File: src/rtl/muldiv_pkg.sv
// muldiv_pkg: operation encodings, FSM state type and iteration constants
// shared by muldiv_unit and its testbench.
package muldiv_pkg;

  localparam int DATA_WIDTH_DEFAULT = 16;
  localparam int CNT_WIDTH          = 5;

  // Number of RUN iterations for the default operand width.
  localparam logic [CNT_WIDTH-1:0] ITER_COUNT = 5'd16;
  localparam logic [CNT_WIDTH-1:0] CNT_ONE    = 5'd1;

  localparam logic [1:0] OP_MULL = 2'b00;
  localparam logic [1:0] OP_MULH = 2'b01;
  localparam logic [1:0] OP_DIV  = 2'b10;
  localparam logic [1:0] OP_REM  = 2'b11;

  typedef enum logic [1:0] {
    ST_IDLE = 2'd0,
    ST_RUN  = 2'd1,
    ST_DONE = 2'd2
  } state_e;

  // True for the divider operations (quotient or remainder).
  function automatic logic is_div_op(input logic [1:0] op_v);
    return (op_v == OP_DIV) || (op_v == OP_REM);
  endfunction

  // True when the result comes from the upper half of the accumulator
  // (product high half, or remainder after a divide).
  function automatic logic takes_high_half(input logic [1:0] op_v);
    return (op_v == OP_MULH) || (op_v == OP_REM);
  endfunction

endpackage

File: src/rtl/muldiv_unit.sv
// muldiv_unit: iterative unsigned multiplier / divider, one bit per cycle.
// A shared 2W-bit accumulator holds {partial product, multiplier} for MUL and
// {remainder, dividend/quotient} for DIV/REM; the result is the low or high
// half of the final accumulator.
// Optional feature: define MULDIV_DIVIDE_EN to build the divider datapath;
// without it DIV/REM complete in one cycle with result 0.
module muldiv_unit
  import muldiv_pkg::*;
#(
  parameter int REG_DATA_WIDTH = DATA_WIDTH_DEFAULT
) (
  input  logic                      clk,
  input  logic                      rst_n,
  input  logic                      start,
  input  logic [1:0]                op,
  input  logic [REG_DATA_WIDTH-1:0] a,
  input  logic [REG_DATA_WIDTH-1:0] b,
  output logic                      busy,
  output logic                      done,
  output logic [REG_DATA_WIDTH-1:0] result,
  output logic                      div_by_zero
);

  localparam int W = REG_DATA_WIDTH;
  localparam logic [CNT_WIDTH-1:0] LAST_ITER = CNT_WIDTH'(REG_DATA_WIDTH - 1);

  state_e               state_q;
  logic [1:0]           op_q;
  logic [CNT_WIDTH-1:0] cnt_q;
  logic [W-1:0]         opnd_q;     // multiplicand for MUL, divisor for DIV/REM
  logic [2*W-1:0]       acc_q;
  logic [2*W-1:0]       acc_d;
  logic [W-1:0]         res_d;
  logic [W:0]           add_sum_s;
  logic                 busy_q;
  logic                 done_q;
  logic                 dbz_q;
  logic [W-1:0]         result_q;
  logic                 instant_s;
  logic [W-1:0]         instant_res_s;
  logic                 instant_dbz_s;
`ifdef MULDIV_DIVIDE_EN
  logic [W:0]           shl_rem_s;
  logic [W:0]           sub_diff_s;
`endif

  // One iteration of shift-add multiply or restoring divide, plus result pick.
  always_comb begin
    add_sum_s = {1'b0, acc_q[2*W-1:W]};
    acc_d     = acc_q;
`ifdef MULDIV_DIVIDE_EN
    shl_rem_s  = {acc_q[2*W-1:W], acc_q[W-1]};
    sub_diff_s = shl_rem_s - {1'b0, opnd_q};
`endif
    if (!is_div_op(op_q)) begin
      if (acc_q[0]) begin
        add_sum_s = {1'b0, acc_q[2*W-1:W]} + {1'b0, opnd_q};
      end else begin
        add_sum_s = {1'b0, acc_q[2*W-1:W]};
      end
      acc_d = {add_sum_s, acc_q[W-1:1]};
    end else begin
`ifdef MULDIV_DIVIDE_EN
      // A clear borrow bit means the shifted remainder covered the divisor.
      if (!sub_diff_s[W]) begin
        acc_d = {sub_diff_s[W-1:0], acc_q[W-2:0], 1'b1};
      end else begin
        acc_d = {shl_rem_s[W-1:0], acc_q[W-2:0], 1'b0};
      end
`else
      acc_d = acc_q;
`endif
    end
    if (takes_high_half(op_q)) begin
      res_d = acc_d[2*W-1:W];
    end else begin
      res_d = acc_d[W-1:0];
    end
  end

  // Decide whether a newly requested op skips RUN, and what it returns if so.
  always_comb begin
`ifdef MULDIV_DIVIDE_EN
    if (is_div_op(op) && (b == {W{1'b0}})) begin
      instant_s     = 1'b1;
      instant_res_s = (op == OP_REM) ? a : {W{1'b1}};
      instant_dbz_s = 1'b1;
    end else begin
      instant_s     = 1'b0;
      instant_res_s = {W{1'b0}};
      instant_dbz_s = 1'b0;
    end
`else
    if (is_div_op(op)) begin
      instant_s     = 1'b1;
      instant_res_s = {W{1'b0}};
      instant_dbz_s = 1'b0;
    end else begin
      instant_s     = 1'b0;
      instant_res_s = {W{1'b0}};
      instant_dbz_s = 1'b0;
    end
`endif
  end

  // Control FSM with operand capture, iteration counter and registered outputs.
  always_ff @(posedge clk or negedge rst_n) begin
    if (!rst_n) begin
      state_q  <= ST_IDLE;
      op_q     <= 2'b00;
      cnt_q    <= {CNT_WIDTH{1'b0}};
      opnd_q   <= {W{1'b0}};
      acc_q    <= {(2*W){1'b0}};
      busy_q   <= 1'b0;
      done_q   <= 1'b0;
      dbz_q    <= 1'b0;
      result_q <= {W{1'b0}};
    end else begin
      case (state_q)
        ST_IDLE, ST_DONE: begin
          if (start) begin
            op_q <= op;
            if (instant_s) begin
              state_q  <= ST_DONE;
              busy_q   <= 1'b0;
              done_q   <= 1'b1;
              result_q <= instant_res_s;
              dbz_q    <= instant_dbz_s;
            end else begin
              state_q <= ST_RUN;
              busy_q  <= 1'b1;
              done_q  <= 1'b0;
              cnt_q   <= {CNT_WIDTH{1'b0}};
              opnd_q  <= is_div_op(op) ? b : a;
              acc_q   <= is_div_op(op) ? {{W{1'b0}}, a} : {{W{1'b0}}, b};
            end
          end else begin
            state_q <= ST_IDLE;
            busy_q  <= 1'b0;
            done_q  <= 1'b0;
          end
        end
        ST_RUN: begin
          acc_q <= acc_d;
          if (cnt_q == LAST_ITER) begin
            state_q  <= ST_DONE;
            busy_q   <= 1'b0;
            done_q   <= 1'b1;
            cnt_q    <= {CNT_WIDTH{1'b0}};
            result_q <= res_d;
            dbz_q    <= 1'b0;
          end else begin
            cnt_q <= cnt_q + CNT_ONE;
          end
        end
        default: begin
          state_q <= ST_IDLE;
          busy_q  <= 1'b0;
          done_q  <= 1'b0;
        end
      endcase
    end
  end

  assign busy        = busy_q;
  assign done        = done_q;
  assign result      = result_q;
  assign div_by_zero = dbz_q;

endmodule

File: config.mk
export PLATFORM = sky130hd
export DESIGN_NAME = muldiv_unit
export DESIGN_NICKNAME = d
export VERILOG_FILES = /design/src/rtl/muldiv_pkg.sv /design/src/rtl/muldiv_unit.sv
export SDC_FILE = /design/constraint.sdc
export NUM_CORES = 1
export LEC_CHECK = 0
export ABC_AREA = 1
export CORE_MARGIN = 3
export CORE_UTILIZATION = 35
export CTS_CLUSTER_DIAMETER = 30
export DETAILED_ROUTE_END_ITERATION = 8
export HOLD_SLACK_MARGIN = 0.06
export PLACE_DENSITY = 0.65
export SYNTH_ARGS = -nofsm -noshare
export SYNTH_HDL_FRONTEND = slang
export SYNTH_SLANG_ARGS = --single-unit
File: constraint.sdc
create_clock -name clk -period 1.85 [get_ports clk]
set_clock_uncertainty 0.15 [all_clocks]
set_input_delay 0.2775 -clock clk [delete_from_list [all_inputs] [get_ports clk]]
set_output_delay 0.2775 -clock clk [all_outputs]
set_load 0.01 [all_outputs]
# Word-level counts from Yosys, hierarchy flattened

Index checks and enable logic that the tools add are counted.

Muxes and demuxes: 32
Bitwise operators: 1
Eq/ne operators: 12
$add $sub $neg: 2
Reductions and logical operators: 10

Operator list:

| kind                | number |
|---|---|
| $mux 16             | 6 |
| $mux 32             | 3 |
| $pmux 32 s2         | 1 |
| $pmux 16 s2         | 1 |
| $add 16x16->17      | 1 |
| $mux 17             | 1 |
| $mux 5              | 3 |
| $eq 2x2->1 const B  | 5 |
| $pmux 5 s2          | 1 |
| $mux 1              | 9 |
| $ne 2x2->1 const B  | 4 |
| $mux 2              | 3 |
| $pmux 1 s2          | 3 |
| $reduce_and 3->1    | 2 |
| $add 5x1->5 const B | 1 |
| $eq 5x4->1 const B  | 1 |
| $eq 2x1->1 const B  | 2 |
| $pmux 2 s2          | 1 |
| $reduce_and 4->1    | 1 |
| $logic_or 1x1->1    | 3 |
| $logic_not 2->1     | 1 |
| $reduce_and 2->1    | 1 |
| $reduce_bool 2->1   | 1 |
| $reduce_or 2->1     | 1 |
| $not 1->1           | 1 |

Logic and storage cells: 66
Bits in registers: 76
Input bits: 37
Output and inout port bits: 19

# Logic depth before layout (Yosys ltp)

Gate-level depths: netlist (run 1).

Depth in word-level cells: 6
Depth in mapped cells: 15

# Worst setup path before layout (run 1)

No wires, ideal clock.

Path type: register to register
Start point: reg acc_q[16]
End point: reg result_q[7] (netlist: result[7])
Path buffers: 0
Data required time: 1.584 ns
Stages on the path, launching flop included: 16
Period minus slack after synthesis: 1.946 ns
Arrival: 1.679 ns
Setup slack: -0.096 ns
Cell sequence: dfrtp_1 > ha_1 > inv_1 > fa_1 > inv_1 > nand3_1 > nand3_1 > nand2_1 > nand3_1 > nand2_1 > nand3_1 > nand2_1 > o21ai_1 > nand2_1 > nand2_1 > nand2_1

Word-level cells in the longest chain between the ends: 6

Ends and longest elaborated chain:

| element                | RTL line           | source |
|---|---|---|
| start, declared        | muldiv_unit.sv:31  | `logic [2*W-1:0] acc_q;` |
| start signal, assigned | muldiv_unit.sv:113 | `acc_q <= {(2*W){1'b0}};` |
| start signal, assigned | muldiv_unit.sv:135 | `acc_q <= is_div_op(op) ? {{W{1'b0}}, a} : {{W{1'b0}}, b};` |
| $add 16x16->17         | muldiv_unit.sv:57  | `add_sum_s = {1'b0, acc_q[2*W-1:W]} + {1'b0, opnd_q};` |
| $mux 17                | muldiv_unit.sv:56  | `if (acc_q[0]) begin` |
| $mux 32                | muldiv_unit.sv:55  | `if (!is_div_op(op_q)) begin` |
| $mux 16                | muldiv_unit.sv:74  | `if (takes_high_half(op_q)) begin` |
| $mux 16                | muldiv_unit.sv:145 | `if (cnt_q == LAST_ITER) begin` |
| $pmux 16 s2            | muldiv_unit.sv:119 | `case (state_q)` |
| end signal, assigned   | muldiv_unit.sv:117 | `result_q <= {W{1'b0}};` |
| end signal, assigned   | muldiv_unit.sv:127 | `result_q <= instant_res_s;` |
| end signal, assigned   | muldiv_unit.sv:150 | `result_q <= res_d;` |
| end, declared          | muldiv_unit.sv:38  | `logic [W-1:0] result_q;` |

Every way passes these cells. The select of a mux whose other input is x is not followed.
A chain may end at the register's enable or synchronous reset.

# Final worst setup path (run 1)

Start point: reg opnd_q[0]
End point: reg result_q[3] (netlist: result[3])

Word-level cells in the longest chain between the ends: 6

Ends and longest elaborated chain:

| element                | RTL line           | source |
|---|---|---|
| start, declared        | muldiv_unit.sv:30  | `logic [W-1:0] opnd_q;` |
| start signal, assigned | muldiv_unit.sv:112 | `opnd_q <= {W{1'b0}};` |
| start signal, assigned | muldiv_unit.sv:134 | `opnd_q <= is_div_op(op) ? b : a;` |
| $add 16x16->17         | muldiv_unit.sv:57  |  |
| $mux 17                | muldiv_unit.sv:56  |  |
| $mux 32                | muldiv_unit.sv:55  |  |
| $mux 16                | muldiv_unit.sv:74  |  |
| $mux 16                | muldiv_unit.sv:145 |  |
| $pmux 16 s2            | muldiv_unit.sv:119 |  |

Every way passes these cells. The select of a mux whose other input is x is not followed.

==> results of run 1 <==
-- how the worst max path moves through the flow --
stage                         start          to  cells after the start
after CTS                 opnd_q[0]  result[11]                     15
after global routing      opnd_q[0]   result[9]                     15
after global placement    opnd_q[0]  result[11]                     15
final                     opnd_q[0]   result[3]                     11
after detailed placement  opnd_q[0]  result[11]                     15
after floorplan           acc_q[16]   result[7]                     15
-- power by group --
group | switching, uW | internal (uW) | total, uW
Clock | 725 | 948 | 1670
Sequential | 590 | 2330 | 2920
Combinational | 4270 | 3430 | 7700
Total | 5590 | 6700 | 12300
-- cells in the final DEF (no fill, tap or decap), drive strengths merged --
cell type / count
buf: 55
a22o: 1
o22ai: 9
nand3b: 3
clkbuf: 10
o21ai: 44
a32o: 1
o221ai: 1
nor2: 42
dlygate4sd3: 1
xnor2: 1
fa: 1
clkinvlp: 1
o211ai: 16
nor3: 4
xor2: 2
ha: 17
nand2: 273
conb: 1
a21oi: 26
o311a: 1
clkinv: 3
a22oi: 1
dfrtp: 74
or2: 5
clkdlybuf4s50: 53
nand4: 2
inv: 80
nand3: 26
-- state kept, by name, summed over array words and instances, names as in the netlist --
| register | count |
|---|---|
| result | 16 |
| opnd_q | 16 |
| done | 1 |
| state_q | 1 |
| cnt_q | 5 |
| acc_q | 32 |
| busy | 1 |
| op_q | 2 |
-- layout make-up --
cell class / instances / area [um2]
fillers: 1210 / 6260
multi-input cells: 477 / 2830
flip-flops and latches: 74 / 1850
repair buffers: 109 / 1040
inverters: 78 / 295
clock buffers: 10 / 239
well taps: 172 / 215
clock inverters: 6 / 40.0
-- worst register-to-register path, stage by stage (launching register included) --
cell     delay, ns
dfrtp_1       0.38
ha_2          0.21
inv_2         0.04
fa_2          0.34
inv_2         0.08
nand3_2       0.09
nand3_4       0.13
xor2_2        0.08
o21ai_1       0.15
o21ai_1       0.13
nor2_1        0.15
o21ai_1       0.07
-- timing repair --
action | CTS | global route
endpoints found under the setup margin | 30 | 32
cloned | 0 | 0
hold endpoints to repair | 74 | 0
buffers inserted | 5 | 7
gates resized for setup | 59 | 38
hold buffers | 1 | 0
pin swaps | 22 | 29
-- cells by family (layout without fill, tap and decap cells) --
group                    Yosys count  count (layout)  share of synthesized area
other                              1               1                   0.000810
adder cells (fa/ha/maj)           18              18                     0.0503
AND/OR/NAND/NOR                  355             355                      0.320
flip-flops                        74              74                      0.400
buffers and inverters            103             203                     0.0933
XOR/XNOR                           3               3                    0.00568
AO/OA/AOI/OAI                    100             100                      0.130
-- cells in the mapped netlist (all sizes together), types with 2 or more instances --
library cell,instances
dfrtp,74
xor2,2
a21oi,26
clkbuf,11
buf,14
o21ai,44
o211ai,16
nor2,42
nand2,273
or2,5
nand4,2
nand3b,3
nor3,4
nand3,26
inv,78
o22ai,9
ha,17
-- per-stage QoR --
| step | total power (uW) | setup WS, ns | setup TNS (ns) | std cells | util |
|---|---|---|---|---|---|
| finish | 12300 | -0.256 | -3.53 | 926 | 0.510 |
| detailed placement | 9170 | -0.277 | -3.92 | 898 | 0.445 |
| CTS | 11700 | -0.211 | -2.93 | 920 | 0.493 |
| global placement | 9060 | -0.220 | -3.08 | 898 | 0.445 |
| floorplan | 6920 | -0.0339 | -0.0644 | 654 | - |
| global route | 13400 | -0.375 | -7.42 | 926 | 0.510 |
-- layer usage --
metal | track usage | share of wire | vias to the layer above
li1 | - | - | 2257
met5 | 0 | 0 | -
met4 | 0.0524 | 0.0092 | 0
met3 | 0.0238 | 0.027 | 14
met2 | 0.311 | 0.49 | 73
met1 | 0.250 | 0.48 | 2122
==> results.md, run 1 <==
* Status: finished, violations left
* Violated checks: negative setup slack
* Syn Area/Cell at 7.08 um2
* Clock latency at the later pin of the worst-skew pair at 0.33 ns
* Sequential fraction of the synthesis area at 0.400
* Largest net degree at the start of global routing at 75
* RSZ-0062 raised after global routing: yes
* Predominant post-synthesis flop cell: dfrtp_1
* Final Max Tran Viols at 0
* Clock transition at path regs at 0.06 ns
* Crit Path Max Fanout at 3
* Initial antenna violation count at 0
* Antenna Violating Nets Remaining at 0
* Final nets at 804
* Mapped Cells at 654
* CP max stage cell: dfrtp_1
* Number of flops mapped to enable cells by yosys at 0
* TritonCTS buffer count at 9
* Worst hold-check path type: in2reg
* Fmax at 475 MHz
* Fin crit period at 2.11 ns
* Unique masters post-synth at 42
* Crit-path cells: ha_2, inv_2, fa_2, inv_2, nand3_2, nand3_4, xor2_2, o21ai_1, o21ai_1, nor2_1, o21ai_1
* Worst reg-to-reg path cell count at 11
* Clk root buf: clkbuf_16
* CP required at 1.92 ns
* Cell count of the worst hold path at 3
* Worst r2r dst: result[3]
* Yosys top cell area share at 0.400
* Mapped cell area at 4630 um2
* Final Hold Slack at 0.333 ns
* # setup viols final at 28
* DRT iter0 DRCs at 312
* Buf/Inv on CP at 2
* GPL Wtd Cong at 0.915
* Initial DRT Pass Iterations at 4
* P_leak at 0.00322 uW
* Top cell by count, worst path: o21ai_1
* Drt total wl at 13,000 um
* N_diodes at 0
* Crit path largest cell delay at 0.38 ns
* Max-Cap Viols at 0
* Post-synthesis net count at 709
* Maximum VDD drop at 815 uV
* Total global routing overflow at 0
* CP Class: reg2reg
* Drt drc at 0
* CP arrival at 2.17 ns
* Num rows at 41
* Drt wl/cell at 14.0 um
* Critical path's top delay family: adder cells
* Die area at 14,600 um2
* Clock buffer depth at 2
* Height of the die at 121 um
* Synthesis-to-layout area growth at 40.7%
* Worst setup margin at -0.256 ns
* Initial core utilization at 0.362
* Placed Area at 5680 um2
* Worst slew pin tran at 0.575 ns
* Worst hold path startpoint: a[11]
* Synth top area cells: dfrtp_1 (40%), nand2_1 (22%), inv_1 (5.4%)
* Tcrit/Tclk final at 1.14
* H-tree levels at 3
* Share of cells above drive strength 1 at 0.241
* GRT Total Usage at 0.185
* R2r setup slk at -0.26 ns
* Synthesis warning total at 0
* Setup crit end kind: flop
* Fin. Hold Viols at 0
* Port bufs at 54
* CTS tree: built
* Worst flop-to-flop path startpoint: opnd_q[0]
* Vias post-DR at 4,466
* Synth Register Bits at 74
* Design Area, Final at 6510 um2
* Global-route wire length before repair at 22,000 um
* Boundary pin count at 56
* Cell taking the most area after synthesis: dfrtp_1
* Max_slew headroom at 0.616
* Vias in the first global route at 4,567
* Pwr per Cell Area at 1890 nW/um2
* Die W at 121 um
* CTS Sinks at 74
* Hpwl dp at 8830 um
* Worst Setup Start Kind: flop
* Hold endpoint: opnd_q[11]
* DR vias/cell at 4.82
* FFs w/ async S/R, synth at 1.00
* Floorplan core area at 12,800 um2
(Power assumes the default switching activity.)
==> run 2: changes to the inputs <==
--- a/config.mk
+++ b/config.mk
@@ -10,6 +10,7 @@
 export CORE_UTILIZATION = 35
 export CTS_CLUSTER_DIAMETER = 30
 export DETAILED_ROUTE_END_ITERATION = 8
+export GPL_ROUTABILITY_DRIVEN = 1
 export HOLD_SLACK_MARGIN = 0.06
 export PLACE_DENSITY = 0.65
 export SYNTH_ARGS = -nofsm -noshare
==> results of run 2 <==
Final layout, timing and power as in run 1 (identical DEF).
==> run 3: changes to the inputs <==
--- a/config.mk
+++ b/config.mk
@@ -6,13 +6,16 @@
 export NUM_CORES = 1
 export LEC_CHECK = 0
 export ABC_AREA = 1
+export CELL_PAD_IN_SITES_DETAIL_PLACEMENT = 1
+export CELL_PAD_IN_SITES_GLOBAL_PLACEMENT = 2
 export CORE_MARGIN = 3
-export CORE_UTILIZATION = 35
+export CORE_UTILIZATION = 29
 export CTS_CLUSTER_DIAMETER = 30
+export CTS_CLUSTER_SIZE = 25
 export DETAILED_ROUTE_END_ITERATION = 8
 export GPL_ROUTABILITY_DRIVEN = 1
 export HOLD_SLACK_MARGIN = 0.06
-export PLACE_DENSITY = 0.65
+export PLACE_DENSITY = 0.86
 export SYNTH_ARGS = -nofsm -noshare
 export SYNTH_HDL_FRONTEND = slang
 export SYNTH_SLANG_ARGS = --single-unit
==> run 3 against run 2 <==
  * The flow still finishes with violations (negative setup slack)
  * Combinational power grew 1%
  * Clock power shrank 6%
  * Wire length grew 18%
  * Count of clock-buffer cells in the layout grew 1
  * Largest power group unchanged
==> results.md, run 3 (same netlist as run 1, synthesis figures left out) <==
* Clk root buf: clkbuf_16
* Worst reg-to-reg path cell count at 15 (+4)
* Synthesis-to-layout area growth at 40.3%
* Drt drc at 0 (unchanged)
* Final nets at 812 (+1.0%)
* Initial core utilization at 0.300 (-0.0623)
* Clock buffer depth at 2 (unchanged)
* Placed cells at 945 (+5.2%)
* Most frequent cells in the layout: nand2_1 (239), dfrtp_1 (71), inv_1 (63)
* Share of cells above drive strength 1 at 0.244 (+0.00268)
* N_diodes at 0 (unchanged)
* Fin. Hold Viols at 0 (unchanged)
* CP arrival at 2.16 ns (about the same)
* DRT iter0 DRCs at 158 (-49%)
* Total power at 12,300 uW (+0.28%)
* Worst setup path start: opnd_q[0]
* Met1 Use GR at 0.227 (-0.0235)
* Violated checks: negative setup slack
* Initial antenna violation count at 0 (unchanged)
* DR vias/cell at 4.74 (-1.7%)
* Worst setup margin at -0.235 ns (+0.0207 ns)
* Crit path to: result[7]
* Die area at 17,500 um2 (+20%)
* Post-route insts no fill at 969 (+4.6%)
* Worst r2r dst: result[7]
* R2r setup slk at -0.24 ns (+0.02 ns)
* Num rows at 45 (+9.8%)
* Fin crit period at 2.09 ns (-0.0207 ns)
* Max FFs per register at 32 (unchanged)
* Vias in the first global route at 4,940 (+8.2%)
* Height of the die at 132 um (+9.4%)
* Initial DRT Pass Iterations at 4 (unchanged)
* Max-Cap Viols at 0 (unchanged)
* Grt peak-use layer: met2
* Dpl ws at -0.297 ns (-0.0199 ns)
* Setup crit end kind: flop
* Status: finished, violations left
* Floorplan core area at 15,400 um2 (+21%)
* Met2 Track Usage GR at 0.303 (-0.00804)
* Worst hold-check path type: in2reg
* Vias post-DR at 4,593 (+2.8%)
* Final core occ at 0.421 (-0.0889)
* GRT Total Usage at 0.178 (-0.00736)
* Hpwl dp at 10,800 um (+22%)
* Total global routing overflow at 0 (unchanged)
* CTS Sinks at 74 (unchanged)
* Max_slew headroom at 0.659 (+0.0431)
* Clock latency at the later pin of the worst-skew pair at 0.35 ns (+0.02 ns)
* RSZ-0062 raised after global routing: yes
* Worst flop-to-flop path startpoint: opnd_q[0]
* Tcrit/Tclk final at 1.13 (-0.0112)
* TritonCTS buffer count at 9 (unchanged)
* Maximum VDD drop at 674 uV (-17%)
* Most common cell after layout, fill and taps aside: nand2_1
* H-tree levels at 3 (unchanged)
* Fmax at 480 MHz (+0.99%)
* Drt wl/cell at 15.9 um (+13%)
* Drt total wl at 15,400 um (+18%)
* Worst slew pin tran at 0.510 ns (-0.0646 ns)
* Port bufs at 54 (unchanged)
* Clock transition at path regs at 0.05 ns (about the same)
* Crit Path Max Fanout at 3 (unchanged)
* Boundary pin count at 56 (unchanged)
* CP required at 1.93 ns (about the same)
* P_leak at 0.00317 uW (-1.7%)
* Pwr per Cell Area at 1900 nW/um2 (+0.57%)
* Top reg by flops: acc_q
* Antenna Violating Nets Remaining at 0 (unchanged)
* Final Max Tran Viols at 0 (unchanged)
* Fill cell count at 1,882 (+56%)
* Die W at 132 um (+9.4%)
* GPL Wtd Cong at 0.858 (-6.3%)
* Largest net degree at the start of global routing at 75 (unchanged)
* CTS tree: built
* M3 GR Usage at 0.0370 (+0.0132)
* Worst Setup Start Kind: flop
* Setup TNS at -3.69 ns (-0.166 ns)
* CP Class: reg2reg
* # setup viols final at 28 (unchanged)
* Global-route wire length before repair at 25,200 um (+14%)
run 3: worst min-delay path by stage:
stage          startpoint         end  slack (ns)  depth (start not counted)
6_report            a[14]  opnd_q[14]        0.33                          3
2_1_floorplan       rst_n    acc_q[0]       -0.17                          0
3_5_place_dp        rst_n        done        0.19                          2
5_1_grt             a[13]  opnd_q[13]        0.34                          3
3_3_place_gp        rst_n   result[1]        0.19                          2
4_1_cts             a[14]  opnd_q[14]        0.32                          3
run 3: cell type report:
type                            instances  area [um2]  area share
Tap cell                              211         264      0.0406
Clock buffer                           11         243      0.0374
Sequential cell                        74        1860       0.286
Clock inverter                          1        5.00    0.000771
Inverter                               78         300      0.0462
Timing Repair Buffer                  117        1060       0.164
Multi-Input combinational cell        477        2760       0.426
run 3: metrics by stage:
| step | hold WS [ns] | cell area [um2] |
|---|---|---|
| 3_3_place_gp | 0.188 | 5750 |
| 2_1_floorplan | -0.168 | 4660 |
| 6_report | 0.330 | 6490 |
| 5_1_grt | 0.339 | 6490 |
| 3_5_place_dp | 0.190 | 5750 |
| 4_1_cts | 0.321 | 6230 |
run 3: per-layer routing:
metal  part of all wire  vias up
met5                  0        -
met4              0.019        0
met3              0.036       19
met2               0.50       73
met1               0.45     2234
li1                   -     2267
run 3: timing repair:
action / in CTS / in global routing
resized for setup: 37 / 55
cloned: 0 / 0
endpoints found under the hold margin: 74 / 0
hold buffers: 1 / 0
setup buffers: 1 / 10
setup endpoints to repair: 30 / 31
pin swaps: 8 / 27
run 3: power by group:
part | switching, uW | internal, uW
Combinational | 4420 | 3390
Sequential | 605 | 2340
Clock | 662 | 912
run 3: worst max-delay path, cell delays in order (launching register included):
cell     delay, ns
dfrtp_1       0.35
ha_2          0.19
inv_2         0.04
fa_2          0.36
inv_4         0.09
nand3_4       0.08
nand3_4       0.11
nand2_4       0.06
nand3_2       0.06
nand2_1       0.06
nand3_2       0.09
nand2_2       0.06
o21ai_2       0.06
nand2_1       0.07
nand2_1       0.09
nand2_1       0.05
